<file path="config.mk">
export PLATFORM = sky130hd
export DESIGN_NAME = rom_read_sequencer_flat
export DESIGN_NICKNAME = d
export VERILOG_FILES = /design/src/rtl/rom_read_sequencer_if.sv /design/src/rtl/rom_read_sequencer.sv /design/src/flat_wrapper.sv
export SDC_FILE = /design/constraint.sdc
export NUM_CORES = 1
export LEC_CHECK = 0
export CORE_ASPECT_RATIO = 1.5
export CORE_MARGIN = 2
export CORE_UTILIZATION = 40
export CTS_CLUSTER_DIAMETER = 60
export DETAILED_ROUTE_END_ITERATION = 10
export PLACE_DENSITY_LB_ADDON = 0.05
export SLEW_MARGIN = 5
export SYNTH_ARGS = -nofsm -noshare
export SYNTH_HDL_FRONTEND = slang
export SYNTH_SLANG_ARGS = --single-unit
</file>
<file path="constraint.sdc">
create_clock -name clk -period 2.2 [get_ports clk]
set_input_delay 0.44 -clock clk [delete_from_list [all_inputs] [get_ports clk]]
set_output_delay 0.44 -clock clk [all_outputs]
set_load 0.005 [all_outputs]
</file>
<file path="src/rtl/rom_read_sequencer_if.sv">
`default_nettype none
// ==========================================================================
// rom_read_sequencer_if : command, ROM address/data and read-return bundle
// Revision: 1.0
// ==========================================================================
interface rom_read_sequencer_if #(
  parameter int ADDR_W = 8,
  parameter int DATA_W = 8,
  parameter int LEN_W  = 8
);
  logic              cmd_valid;
  logic              cmd_ready;
  logic [ADDR_W-1:0] cmd_start;
  logic [LEN_W-1:0]  cmd_len;
  logic [1:0]        cmd_mode;
  logic [ADDR_W-1:0] address;
  logic              addr_en;
  logic [DATA_W-1:0] rom_data;
  logic              rd_valid;
  logic [DATA_W-1:0] rd_data;
  logic              rd_last;
  logic              busy;

  modport master (
    output cmd_valid, cmd_start, cmd_len, cmd_mode, rom_data,
    input  cmd_ready, address, addr_en, rd_valid, rd_data, rd_last, busy
  );

  modport slave (
    input  cmd_valid, cmd_start, cmd_len, cmd_mode, rom_data,
    output cmd_ready, address, addr_en, rd_valid, rd_data, rd_last, busy
  );
endinterface
`default_nettype wire

</file>
<file path="src/rtl/rom_read_sequencer.sv">
`default_nettype none
// ==========================================================================
// rom_read_sequencer : burst ROM read front-end with latency-tracked returns
// Revision: 1.0
// ==========================================================================
module rom_read_sequencer #(
  parameter int ADDR_W  = 8,
  parameter int DATA_W  = 8,
  parameter int LEN_W   = 8,
  parameter int ROM_LAT = 1
) (
  input  wire logic              clk,
  input  wire logic              reset_n,
  rom_read_sequencer_if.slave    bus
);

  typedef enum logic [1:0] {
    S_IDLE  = 2'd0,
    S_RUN   = 2'd1,
    S_DRAIN = 2'd2
  } state_t;

  state_t            state_q, state_d;
  logic [ADDR_W-1:0] addr_q, addr_d;
  logic [LEN_W-1:0]  cnt_q, cnt_d;
  logic [1:0]        mode_q, mode_d;
  logic [ROM_LAT-1:0] vld_q, vld_d;
  logic [ROM_LAT-1:0] lst_q, lst_d;
  logic              rd_valid_q;
  logic              rd_last_q;
  logic [DATA_W-1:0] rd_data_q;
  logic [ADDR_W-1:0] addr_next;
  logic              issue;
  logic              issue_last;

  assign issue      = (state_q == S_RUN);
  assign issue_last = issue && (cnt_q == '0);

  always_comb begin
    case (mode_q)
      2'b01:   addr_next = addr_q - ADDR_W'(1);
      2'b10:   addr_next = addr_q;
      default: addr_next = addr_q + ADDR_W'(1);
    endcase
  end

  always_comb begin
    state_d = state_q;
    addr_d  = addr_q;
    cnt_d   = cnt_q;
    mode_d  = mode_q;
    case (state_q)
      S_IDLE: begin
        if (bus.cmd_valid) begin
          state_d = S_RUN;
          addr_d  = bus.cmd_start;
          cnt_d   = bus.cmd_len;
          mode_d  = bus.cmd_mode;
        end
      end
      S_RUN: begin
        cnt_d = cnt_q - LEN_W'(1);
        // The final beat's address is kept so the port holds it while idle.
        if (cnt_q == '0) begin
          state_d = S_DRAIN;
        end else begin
          addr_d = addr_next;
        end
      end
      S_DRAIN: begin
        if (rd_valid_q && rd_last_q) begin
          state_d = S_IDLE;
        end
      end
      default: state_d = S_IDLE;
    endcase
  end

  always_ff @(posedge clk or negedge reset_n) begin
    if (!reset_n) begin
      state_q <= S_IDLE;
      addr_q  <= '0;
      cnt_q   <= '0;
      mode_q  <= '0;
    end else begin
      state_q <= state_d;
      addr_q  <= addr_d;
      cnt_q   <= cnt_d;
      mode_q  <= mode_d;
    end
  end

  if (ROM_LAT == 1) begin : g_pipe_single
    assign vld_d = issue;
    assign lst_d = issue_last;
  end else begin : g_pipe_multi
    assign vld_d = {vld_q[ROM_LAT-2:0], issue};
    assign lst_d = {lst_q[ROM_LAT-2:0], issue_last};
  end

  // Tail of the pipeline lines up with the cycle rom_data is valid.
  always_ff @(posedge clk or negedge reset_n) begin
    if (!reset_n) begin
      vld_q      <= '0;
      lst_q      <= '0;
      rd_valid_q <= 1'b0;
      rd_last_q  <= 1'b0;
      rd_data_q  <= '0;
    end else begin
      vld_q      <= vld_d;
      lst_q      <= lst_d;
      rd_valid_q <= vld_q[ROM_LAT-1];
      rd_last_q  <= vld_q[ROM_LAT-1] & lst_q[ROM_LAT-1];
      if (vld_q[ROM_LAT-1]) begin
        rd_data_q <= bus.rom_data;
      end
    end
  end

  assign bus.cmd_ready = (state_q == S_IDLE);
  assign bus.busy      = (state_q != S_IDLE);
  assign bus.addr_en   = issue;
  assign bus.address   = addr_q;
  assign bus.rd_valid  = rd_valid_q;
  assign bus.rd_data   = rd_data_q;
  assign bus.rd_last   = rd_last_q;

endmodule
`default_nettype wire

</file>
<file path="src/flat_wrapper.sv">
// flat-port wrapper written by rule: the top's interface ports become plain ports
module rom_read_sequencer_flat 
#(
  parameter int ADDR_W  = 8,
  parameter int DATA_W  = 8,
  parameter int LEN_W   = 8,
  parameter int ROM_LAT = 1
)
  (clk, reset_n, bus_cmd_valid, bus_cmd_start, bus_cmd_len, bus_cmd_mode, bus_rom_data, bus_cmd_ready, bus_address, bus_addr_en, bus_rd_valid, bus_rd_data, bus_rd_last, bus_busy);
  rom_read_sequencer_if #(.ADDR_W(ADDR_W), .DATA_W(DATA_W), .LEN_W(LEN_W)) bus_i ();
  input  wire logic clk;
  input  wire logic reset_n;
  input wire logic [$bits(bus_i.cmd_valid)-1:0] bus_cmd_valid;
  input wire logic [$bits(bus_i.cmd_start)-1:0] bus_cmd_start;
  input wire logic [$bits(bus_i.cmd_len)-1:0] bus_cmd_len;
  input wire logic [$bits(bus_i.cmd_mode)-1:0] bus_cmd_mode;
  input wire logic [$bits(bus_i.rom_data)-1:0] bus_rom_data;
  output wire logic [$bits(bus_i.cmd_ready)-1:0] bus_cmd_ready;
  output wire logic [$bits(bus_i.address)-1:0] bus_address;
  output wire logic [$bits(bus_i.addr_en)-1:0] bus_addr_en;
  output wire logic [$bits(bus_i.rd_valid)-1:0] bus_rd_valid;
  output wire logic [$bits(bus_i.rd_data)-1:0] bus_rd_data;
  output wire logic [$bits(bus_i.rd_last)-1:0] bus_rd_last;
  output wire logic [$bits(bus_i.busy)-1:0] bus_busy;
  assign bus_i.cmd_valid = bus_cmd_valid;
  assign bus_i.cmd_start = bus_cmd_start;
  assign bus_i.cmd_len = bus_cmd_len;
  assign bus_i.cmd_mode = bus_cmd_mode;
  assign bus_i.rom_data = bus_rom_data;
  assign bus_cmd_ready = bus_i.cmd_ready;
  assign bus_address = bus_i.address;
  assign bus_addr_en = bus_i.addr_en;
  assign bus_rd_valid = bus_i.rd_valid;
  assign bus_rd_data = bus_i.rd_data;
  assign bus_rd_last = bus_i.rd_last;
  assign bus_busy = bus_i.busy;
  rom_read_sequencer #(.ADDR_W(ADDR_W), .DATA_W(DATA_W), .LEN_W(LEN_W), .ROM_LAT(ROM_LAT)) u_core (.clk(clk), .reset_n(reset_n), .bus(bus_i));
endmodule
</file>
# Word-level counts from Yosys, hierarchy flattened
# Index checks and enable logic that the tools add are counted.
# Widths: inputs -> output; s select.
dict set report totals {
  register_bits 32
  in_bits 29
  out_inout_bits 21
  word_cells 42
}
dict set report op_classes {
  add_sub_neg 3
  eq_ne 9
  mux 10
  n_bitwise 1
  n_reduce_logical 10
}
# op count
set ops {}
lappend ops {{$pmux 8 s2} 3}
lappend ops {{$mux 8} 3}
lappend ops {{$sub 8x1->8 const B} 2}
lappend ops {{$add 8x1->8 const B} 1}
lappend ops {{$logic_not 8->1} 1}
lappend ops {{$ne 2x2->1 const B} 4}
lappend ops {{$mux 2} 3}
lappend ops {{$pmux 2 s3} 1}
lappend ops {{$eq 2x1->1 const B} 2}
lappend ops {{$eq 2x2->1 const B} 2}
lappend ops {{$reduce_and 2->1} 2}
lappend ops {{$reduce_and 4->1} 1}
lappend ops {{$reduce_bool 2->1} 2}
lappend ops {{$reduce_and 3->1} 1}
lappend ops {{$logic_and 1x1->1} 2}
lappend ops {{$logic_not 2->1} 1}
lappend ops {{$ne 2x1->1 const B} 1}
lappend ops {{$and 1x1->1} 1}

# Logic depth before layout (Yosys ltp)
dict set report depth {
  word_depth 4
  depth_mapped 9
  depth_no_buf 8
}

# Worst setup path after synthesis
# No wires, ideal clock.
dict set report synth_timing {
  kind {register to register}
  start {reg u_core.mode_q[1]}
  end {reg u_core.addr_q[6], in the netlist u_core.bus.address[6]}
  setup_time_ns 0.128
  arrival_ns 1.875
  required_ns 2.072
  slack_ns 0.197
  stages_incl_launch_ff 9
  path_buffers 1
  period_less_slack_ns 2.003
  path_cell_list {dfrtp_1 > nand2b_1 > clkbuf_1 > xnor2_1 > ha_1 > nor4b_1 > a32oi_1 > o32ai_1 > a21oi_1}
}
dict set report synth_via {
  elab_chain_len 4
  elab_cells_between_ends 7
  classes_between {3 x eq/ne; 3 x mux; 1 x reduce/logical}
}
# element line_no
set synth_lines {}
lappend synth_lines {{from (decl)} rom_read_sequencer.sv:26} ;# logic [1:0] mode_q, mode_d;
lappend synth_lines {{from (signal assigned)} rom_read_sequencer.sv:89} ;# mode_q <= mode_d;
lappend synth_lines {{$eq 2x2->1 or $eq 2x1->1 (tied branches)} rom_read_sequencer.sv:40} ;# case (mode_q)
lappend synth_lines {{$pmux 8 s2} rom_read_sequencer.sv:40}
lappend synth_lines {{$mux 8} rom_read_sequencer.sv:64} ;# if (cnt_q == '0) begin
lappend synth_lines {{$pmux 8 s2} rom_read_sequencer.sv:52} ;# case (state_q)
lappend synth_lines {{to (signal assigned)} rom_read_sequencer.sv:87} ;# addr_q <= addr_d;
lappend synth_lines {{to (decl)} rom_read_sequencer.sv:24} ;# logic [ADDR_W-1:0] addr_q, addr_d;
# Parallel ways exist; a longest one is shown, timed or not. The select of a mux whose other input is x is not followed.
# A chain may end at the register's enable or synchronous reset.

# Worst setup path in the final report
dict set report layout_timing {
  start {reg u_core.state_q[1]}
  end {out bus_addr_en}
}
dict set report layout_via {
  elab_chain_len 1
}
# element line_no
set layout_lines {}
lappend layout_lines {{from (decl)} rom_read_sequencer.sv:23} ;# state_t state_q, state_d;
lappend layout_lines {{from (signal assigned)} rom_read_sequencer.sv:86} ;# state_q <= state_d;
lappend layout_lines {{$eq 2x1->1} rom_read_sequencer.sv:36} ;# assign issue = (state_q == S_RUN);
lappend layout_lines {{to (decl)} flat_wrapper.sv:20} ;# output wire logic [$bits(bus_i.addr_en)-1:0] bus_addr_en;
# Every way passes these cells.

==> flow_summary.json <==
{
  "status": "completed",
  "synthCells": 173,
  "finClkSkew_ps": 1.269,
  "tns_ps": 0,
  "synth_compound_area_share_pct": 19.61,
  "post_cts_buffers": 0,
  "synth-seq-cells": 32,
  "endpoint_kind": "output port",
  "yosysWarnings": 0,
  "overflow": 0,
  "cts_root_buffer": "clkbuf_8",
  "synth_edf_count": 0,
  "hpwlAfterDp_mm": 3.270,
  "drc": 0,
  "holdWs_ps": 477.0,
  "dieArea_sq_mm": 0.004876,
  "placed_cells": 269,
  "antenna_left": 0,
  "criticalPathCategory": "reg -> out",
  "min_path_type": "reg -> reg",
  "fmax_mhz": 488.8,
  "worstPathCellList": "inv_2 -> nand2_4 -> inv_2 -> clkdlybuf4s50_1",
  "drive_gt1_share_pct": 16.88,
  "rsz0062_at_grt": "false",
  "synth.net_count": 205,
  "path_common_cell": "inv_2",
  "final_cell_mix": "49 x clkdlybuf4s50_1, 32 x dfrtp_1, 20 x nand2_1, 17 x a21oi_1, 10 x mux2_2",
  "drt_pre_antenna_iters": 4,
  "gp_congestion": 0.9265,
  "cts_tree": "yes",
  "synthMuxAreaShare_pct": 8.249,
  "hold_violations": 0,
  "arrival_ps": 1610,
  "grt_max_degree": 33,
  "yosys.area_share.simple_pct": 18.89,
  "timing.final.ws_setup_ps": 154.1,
  "async_reset_ff_share_pct": 100.0,
  "synthToLayoutAreaGrowth_pct": 38.35,
  "period_share_pct": 93.00,
  "total_power_mw": 2.913,
  "grt_util_all_layers_pct": 19.14,
  "routed_wl_mm": 4.284,
  "yosysSeqAreaShare_pct": 46.31,
  "critPathBufInv": 3,
  "wl_per_cell_um": 15.47,
  "ys_types": 45,
  "crit_slowest_cell": "clkdlybuf4s50_1",
  "ys.flop_type": "dfrtp_1",
  "insertion_delay_ps": 280,
  "synth_fa_ha_area_share_pct": 2.171,
  "grt_first_pass_wirelength_mm": 7.238,
  "die_h_um": 84.53,
  "synth_xor_area_share_pct": 0.5065,
  "final_common_cell": "clkdlybuf4s50_1",
  "numPortBuffers": 49,
  "yosys.area.top_type_share_pct": 46.31,
  "yosys.area.top_type": "dfrtp_1",
  "htreeDepth": 2,
  "nNetsFinal": 262,
  "die_w_um": 57.69,
  "drt_iter0_markers": 69,
  "period_minus_slack_ps": 2046,
  "p_leak_nw": 1.007,
  "cp_top_family": "buffers and inverters",
  "pwr_density_cell_mw_per_mm2": 1218,
  "slew_headroom_pct": 71.68,
  "avgSynthCellArea_sq_um": 9.995,
  "worstMarginPinSlew_ps": 424.7,
  "coreArea_sq_mm": 0.004209,
  "startpoint_type": "flop",
  "antenna_found_initial": 0,
  "critPathRequiredTime_ps": 1760,
  "slowest_delay_ps": 490,
  "synth_area_leaders": "dfrtp_1 46%, mux2_2 6.5%, a21oi_1 4.9%, nand2_1 4.3%, o22ai_1 2.5%",
  "slew_violations": 0,
  "setup_viol_count_final": 0,
  "peakVddDrop_uv": 745.2,
  "final_cells": 277,
  "first_global_vias": 1666,
  "cap_violations": 0,
  "synth_area_sq_mm": 0.001729,
  "synth_top_family_by_area": "compound AO/OA/AOI/OAI gates",
  "io_pins": 50,
  "clockBufferDepth": 2,
  "path_clk_slew_ps": 70,
  "crit_fanout": 8,
  "cts.sinks": 32,
  "diodes": 0,
  "viasPerCell": 5.538,
  "route.vias.total": 1534,
  "rows": 29,
  "cts_buffers": 5,
  "initial_core_util_pct": 41.08,
  "place_ws_ps": 137.1
}
-- report_power, final --
part           leakage [nW]  switching [mW]  internal (mW)
sequential            0.367           0.274          0.803
clock                0.0404           0.240          0.224
combinational         0.599           0.627          0.744
-- per-stage QoR --
stage	instance area (sq um)	util (%)
after floorplan	1729	-
after global placement	2293	54.49
after detailed placement	2293	54.49
after CTS	2386	56.69
after global routing	2392	56.84
final	2392	56.84
-- logic make-up after synthesis --
| group | count (synthesis) |
|---|---|
| and+or+nand+nor | 56 |
| AOI/OAI and AO/OA | 53 |
| DFF | 32 |
| buffers and inverters | 15 |
| muxes | 13 |
| adders and majority gates | 3 |
| xor gates and xnor gates | 1 |
-- synthesized netlist by cell type (all sizes together) (2+ instances only) --
| cell | number |
|---|---|
| nor2b | 2 |
| dfrtp | 32 |
| a2bb2oi | 3 |
| o21ai | 9 |
| ha | 3 |
| a31oi | 6 |
| a32oi | 3 |
| nor2 | 9 |
| nor4b | 2 |
| mux2i | 3 |
| nand2 | 21 |
| mux2 | 10 |
| a21oi | 18 |
| and2 | 4 |
| clkbuf | 6 |
| o22ai | 7 |
| or4b | 2 |
| nand4 | 2 |
| inv | 8 |
| or4 | 2 |
| nor4 | 3 |
| nand3 | 3 |
-- sequential cells by signal, indices dropped and copies added (netlist names) --
| name | flops |
|---|---|
| u_core.lst_q | 1 |
| u_core.state_q | 2 |
| u_core.cnt_q | 8 |
| u_core.mode_q | 2 |
| u_core.bus.rd_data | 8 |
| u_core.bus.address | 8 |
| u_core.vld_q | 1 |
| u_core.bus.rd_last | 1 |
| u_core.bus.rd_valid | 1 |
-- worst reg2reg max path: cells and delay by family (launching register included) --
family,cells,cell delay (ps)
flip-flops,1,440
AND/OR/NAND/NOR,2,1080
AO/OA/AOI/OAI,3,370
-- timing repair --
action	in CTS	in global routing
setup endpoints to repair	0	4
resized for setup	0	2
hold buffers	0	0
-- worst paths after layout --
check,from,end,slack [ps],depth (start not counted)
setup reg to reg,u_core.cnt_q[2]$_DFFE_PN0P_,u_core.bus.address[3]$_DFFE_PN0P_,190,5
setup / recovery,u_core.state_q[1]$_DFFE_PN0P_,bus_addr_en,150,4
min in group asynchronous,reset_n,u_core.bus.address[3]$_DFFE_PN0P_,550,2
hold reg to reg,u_core.lst_q$_DFF_PN0_,u_core.bus.rd_last$_DFF_PN0_,480,1
hold / removal,u_core.lst_q$_DFF_PN0_,u_core.bus.rd_last$_DFF_PN0_,480,1
max in group asynchronous,reset_n,u_core.bus.address[6]$_DFFE_PN0P_,1340,2
-- per-layer routing --
metal | track usage, % | vias to the layer above | part of all wire (%)
met5 | 0 | - | 0
met4 | 7.400 | 0 | 1.3
met3 | 3.390 | 6 | 3.6
met2 | 35.54 | 40 | 56
met1 | 20.77 | 732 | 39
li1 | - | 756 | -
-- final cells by class --
cell class,count,area (sq um)
Inverter,8,30.03
Clock inverter,3,23.77
Fill cell,391,1817
Timing Repair Buffer,57,550.5
Multi-Input combinational cell,126,860.8
Clock buffer,5,68.82
Tap cell,46,57.56
Sequential cell,32,800.8
(Power assumes the default switching activity.)
